### src/rtl/grf_wb_arbiter.sv
// Shares the single GRF write port between W-stage writeback and queued MDU results; same-cycle grant.
// Aged FIFO head preempts the primary writer; a scoreboard of pending MDU destinations drives decode stall.
module grf_wb_arbiter #(
    parameter int DEPTH     = 2,
    parameter int AGE_LIMIT = 4
) (
    input  logic        clk,
    input  logic        reset,
    input  logic        p_we,
    input  logic [4:0]  p_a3,
    input  logic [31:0] p_wd,
    input  logic [31:0] p_pc,
    output logic        p_stall,
    input  logic        s_valid,
    output logic        s_ready,
    input  logic [4:0]  s_a3,
    input  logic [31:0] s_wd,
    input  logic [31:0] s_pc,
    input  logic        issue_valid,
    input  logic [4:0]  issue_a3,
    input  logic [4:0]  rs_a,
    input  logic [4:0]  rt_a,
    output logic        stall,
    output logic        grf_we,
    output logic [4:0]  grf_a3,
    output logic [31:0] grf_wd,
    output logic [31:0] grf_pc,
    output logic [5:0]  pend_cnt
);
    localparam int AW = (DEPTH > 1) ? $clog2(DEPTH) : 1;
    localparam int GW = $clog2(AGE_LIMIT + 1);
    localparam logic [AW:0]   DEPTH_C = (AW + 1)'(DEPTH);
    localparam logic [GW-1:0] AGE_C   = GW'(AGE_LIMIT);

    logic [4:0]    fifo_a3 [DEPTH];
    logic [31:0]   fifo_wd [DEPTH];
    logic [31:0]   fifo_pc [DEPTH];
    logic [AW-1:0] wr_ptr;
    logic [AW-1:0] rd_ptr;
    logic [AW:0]   count;
    logic [GW-1:0] age;
    logic [31:0]   sb;

    logic          head_vld;
    logic          full;
    logic          aged;
    logic          push;
    logic          pop;
    logic          sel_p;
    logic [4:0]    head_a3;
    logic [31:0]   clr_mask;
    logic [31:0]   set_mask;
    logic [31:0]   busy;

    assign head_vld = (count != '0);
    assign full     = (count == DEPTH_C);
    assign s_ready  = !full;
    assign push     = s_valid && !full;
    assign head_a3  = fifo_a3[rd_ptr];
    assign aged     = head_vld && (age >= AGE_C);
    assign pop      = head_vld && (aged || !p_we);
    assign sel_p    = p_we && !aged;
    assign p_stall  = p_we && aged;

    always_comb begin
        grf_we = 1'b0;
        grf_a3 = '0;
        grf_wd = '0;
        grf_pc = '0;
        if (pop) begin
            grf_a3 = head_a3;
            grf_wd = fifo_wd[rd_ptr];
            grf_pc = fifo_pc[rd_ptr];
            grf_we = (head_a3 != 5'd0);
        end else if (sel_p) begin
            grf_a3 = p_a3;
            grf_wd = p_wd;
            grf_pc = p_pc;
            grf_we = (p_a3 != 5'd0);
        end
    end

    always_comb begin
        clr_mask = '0;
        set_mask = '0;
        if (pop && head_a3 != 5'd0) clr_mask[head_a3] = 1'b1;
        if (issue_valid && issue_a3 != 5'd0) set_mask[issue_a3] = 1'b1;
    end

    // The register being written back now is covered by the GRF write-through bypass.
    assign busy  = sb & ~clr_mask;
    assign stall = (rs_a != 5'd0 && busy[rs_a]) ||
                   (rt_a != 5'd0 && busy[rt_a]) ||
                   (issue_valid && issue_a3 != 5'd0 && busy[issue_a3]);

    always_comb begin
        pend_cnt = '0;
        for (int i = 0; i < 32; i++) pend_cnt = pend_cnt + {5'd0, sb[i]};
    end

    always_ff @(posedge clk) begin
        if (push) begin
            fifo_a3[wr_ptr] <= s_a3;
            fifo_wd[wr_ptr] <= s_wd;
            fifo_pc[wr_ptr] <= s_pc;
        end
    end

    always_ff @(posedge clk) begin
        if (reset) begin
            wr_ptr <= '0;
            rd_ptr <= '0;
            count  <= '0;
            age    <= '0;
            sb     <= '0;
        end else begin
            if (push) wr_ptr <= wr_ptr + 1'b1;
            if (pop)  rd_ptr <= rd_ptr + 1'b1;
            if (push && !pop)      count <= count + (AW + 1)'(1);
            else if (pop && !push) count <= count - (AW + 1)'(1);
            if (!head_vld || pop)  age <= '0;
            else if (age < AGE_C)  age <= age + GW'(1);
            // Clear first so a same-cycle issue to the popping register keeps it pending.
            sb <= (sb & ~clr_mask) | set_mask;
        end
    end
endmodule

### config.mk
export PLATFORM = sky130hd
export DESIGN_NAME = grf_wb_arbiter
export DESIGN_NICKNAME = d
export VERILOG_FILES = /design/src/rtl/grf_wb_arbiter.sv
export SDC_FILE = /design/constraint.sdc
export NUM_CORES = 1
export LEC_CHECK = 0
export ABC_AREA = 1
export CORE_AREA = 2 2 142 144
export DETAILED_ROUTE_END_ITERATION = 8
export DIE_AREA = 0 0 144 146
export MAX_ROUTING_LAYER = met4
export PLACE_DENSITY = 0.8
export REMOVE_ABC_BUFFERS = 1
export SYNTH_ARGS = -nofsm -noshare
export SYNTH_HDL_FRONTEND = slang
export SYNTH_SLANG_ARGS = --single-unit
### constraint.sdc
create_clock -name clk -period 8.1 [get_ports clk]
set_input_delay 2.43 -clock clk [delete_from_list [all_inputs] [get_ports clk]]
set_output_delay 2.43 -clock clk [all_outputs]
set_load 0.05 [all_outputs]
==> impl_metrics.env <==
export IMPL_ios=237
export IMPL_drive_above_1_share_pct=7.24
export IMPL_intPower_mw=1.90
export IMPL_p_seq_share_pct=36.8
export IMPL_ys_async_sr_fraction_pct=0
export IMPL_rrSetupSlack_ns=5.59
export IMPL_start_kind="flip-flop"
export IMPL_gp_congestion=1.05
export IMPL_ys_seq_area_share_pct=51.7
export IMPL_cts_tree="built"
export IMPL_die_width_um=144
export IMPL_core_sq_um=19300
export IMPL_avgSynthCellArea_sq_um=8.89
export IMPL_slowest_delay_ns=0.54
export IMPL_synth_top_area_share_pct=43.3
export IMPL_startpoint="sb[0]"
export IMPL_area_growth_pct=33.6
export IMPL_ys_flop_type="edfxtp_1"
export IMPL_ant_nets=0
export IMPL_powerDensity_nw_per_um2=245
export IMPL_num_rows=51
export IMPL_dp_hpwl_mm=21.7
export IMPL_synth_common_cells="249 x nand2_1, 188 x nor2_1, 138 x edfxtp_1"
export IMPL_cp_end_kind="output pin"
export IMPL_viasPerCell=5.49
export IMPL_cts_sinks=178
export IMPL_portBuffers=236
export IMPL_critical_path_slowest_cell="fa_1"
export IMPL_ir_drop_mv=0.196
export IMPL_synth_edf_count=138
export IMPL_clock_latency_ns=0.43
export IMPL_slew_headroom_pct=34.9
export IMPL_root_buffer="clkbuf_16"
export IMPL_grt_pass1_vias=8703
export IMPL_path_common_cell="fa_1"
export IMPL_grt_antenna_before_repair=3
export IMPL_path_max_fanout=4
export IMPL_drtIter0Drc=792
export IMPL_netlist_area_sq_um=9570
export IMPL_cts_buffer_depth=2
export IMPL_maxCapViolCount=0
export IMPL_drc=0
export IMPL_die_area_sq_um=21000
export IMPL_hold_violations=0
export IMPL_setup_viol=0
export IMPL_cp_required_ns=5.67
export IMPL_tns_ns=0
export IMPL_finalPower_mw=3.14
export IMPL_die_h_um=146
export IMPL_grt_pass1_wl_mm=45.5
export IMPL_worstHoldStart="rd_ptr"
export IMPL_yosysMostFrequentCell="nand2_1"
export IMPL_overflow=0
export IMPL_crit_arrival_ns=5.48
export IMPL_swShare_pct=39.5
export IMPL_ys_top_cells_by_area="edfxtp_1 43%, nand2_1 9.8%, dfxtp_1 8.4%"
export IMPL_period_needed_ns=7.91
export IMPL_worstMarginPinSlew_ns=0.975
export IMPL_period_share_pct=97.7
export IMPL_start_util_pct=49.5
export IMPL_grt_max_degree=73
export IMPL_rsz0062_at_grt="false"
export IMPL_slew_violations=0
export IMPL_crit_type="flip-flop to output pin"
export IMPL_grt_usage_pct=29.2
export IMPL_totalWireLength_mm=29.4
export IMPL_synth_cells=1077
export IMPL_status="completed"
export IMPL_cts_htree_levels=4
export IMPL_firstDrtPassIters=5
export IMPL_num_vias=8672
export IMPL_worstReg2RegStart="count[0]"
export IMPL_max_freq_ghz=0.126
export IMPL_net_switching_power_mw=1.24
export IMPL_yosys_warnings=0
export IMPL_finClkSkew_ns=0.0104
export IMPL_finalNetCount=1490
export IMPL_clockPowerShare_pct=25.6
export IMPL_numCtsBuffers=17
export IMPL_path_cells="inv_1 > fa_1 > fa_1 > inv_1 > fa_1 > fa_1 > fa_1 > inv_1 > fa_1 > inv_1 > ha_1 > a21oi_1 > inv_1 > a31oi_1 > xor2_1 > clkdlybuf4s15_1"
export IMPL_clk_pin_slew_worst_paths_ns=0.07
export IMPL_p_leak_nw=5.04
export IMPL_wl_per_cell_um=18.6
export IMPL_synth_distinct_cells=39
export IMPL_share_comb_of_total_power_pct=37.6
export IMPL_ys_seq_elements=178
export IMPL_yosys_area_top_type="edfxtp_1"
export IMPL_hold_path_class="flip-flop to flip-flop"
[layout by cell type (no fill, tap or decap), types with 3 or more instances in the layout]
cell type        netlist  routed
o21ai_1                5       5
inv_8                  0       5
diode_2                0       3
fa_1                  24      24
nor3_1                 8       8
dfxtp_1               40      39
ha_1                   9       9
clkbuf_16              0      17
nor2_4                 1       3
nor2_1               188     186
inv_1                 98      98
clkdlybuf4s50_1        0     230
o21ai_0               10      10
xor2_1                 3       3
nand2_2               12      12
buf_4                  1      13
o31ai_1               64      64
edfxtp_1             138     138
inv_6                  1       3
clkinvlp_4             0       4
inv_2                  5       5
buf_12                 0       3
nand3_2               14      14
nand3_1               73      73
nand4_1               12      12
a21oi_1               50      50
nand2_4                7       7
clkinv_1               2       3
nand2_1              249     249
nand4_2                3       3
[cell families (layout without fill, tap and decap cells)]
group | Yosys count | count (layout) | share of synthesized area, %
simple gates | 570 | 570 | 26.1
flops | 178 | 178 | 51.7
buf+inv | 154 | 389 | 6.50
compound gates | 138 | 138 | 9.19
fa+ha+maj | 33 | 33 | 6.20
xor+xnor | 4 | 4 | 0.366
other cells | 0 | 3 | 0
[final cells by class]
cell class / count / area (sq um)
antenna: 3 / 7.51
clock buffer: 18 / 429
clock inverter: 14 / 143
fill: 1529 / 6540
inverter: 106 / 403
multi-input combinational: 745 / 4020
sequential: 178 / 4950
tap: 265 / 332
timing repair buffer: 251 / 2510
[state kept, by name (all words and copies together) (netlist names), named ones only]
register	count
fifo_wd	64
rd_ptr	1
wr_ptr	1
fifo_pc	64
fifo_a3	10
age	3
count	2
sb	32
[path summary, 6_finish.rpt]
check / end / depth (start not counted)
setup / recovery: pend_cnt[3] / 16
hold / removal: flip-flop / 1
setup reg to reg: count[1] / 10
hold reg to reg: flip-flop / 1
[worst max-delay path, delay by kind of cell (launching register included)]
| family | cells | cell delay (ns) |
|---|---|---|
| XOR/XNOR | 1 | 0.20 |
| AO/OA/AOI/OAI | 2 | 0.43 |
| adder cells (fa/ha/maj) | 7 | 3.27 |
| flip-flops | 1 | 0.33 |
| buffers and inverters | 6 | 0.84 |
[power groups by stage]
stage / clock (mW) / combinational (mW) / sequential, mW
after CTS: 0.816 / 1.18 / 1.15
after detailed placement: 0 / 1.17 / 1.17
after global routing: 0.849 / 1.26 / 1.16
after floorplan: 0 / 0.723 / 1.18
final: 0.804 / 1.18 / 1.15
after global placement: 0 / 1.16 / 1.17
[stage by stage]
step / hold slack [ns] / util [%] / instance area, sq um / instances / setup slack (ns)
final: 0.448 / 66.2 / 12800 / 1580 / 0.189
after global routing: 0.468 / 66.2 / 12800 / 1580 / 0.00305
after global placement: 0.432 / 63.2 / 12200 / 1545 / 0.506
after detailed placement: 0.441 / 63.2 / 12200 / 1545 / 0.321
after floorplan: 0.425 / - / 9350 / 1029 / 0.517
after CTS: 0.450 / 66.1 / 12800 / 1577 / 0.114
[routing by layer]
layer	vias to the layer above	part of all wire, %	GRT usage, %	wire [um]
met5	-	0	-	0
li1	4048	-	-	-
met1	4050	38	35.6	11100
met4	0	5.8	16.6	1710
met3	99	9.5	7.04	2780
met2	475	47	44.2	13800
[what timing repair did]
item,4_1_cts,5_1_grt
hold buffers,0,0
setup endpoints to repair,3,3
resized for setup,3,3
setup buffers,0,0
No activity file was read; power rests on OpenSTA's default activity.
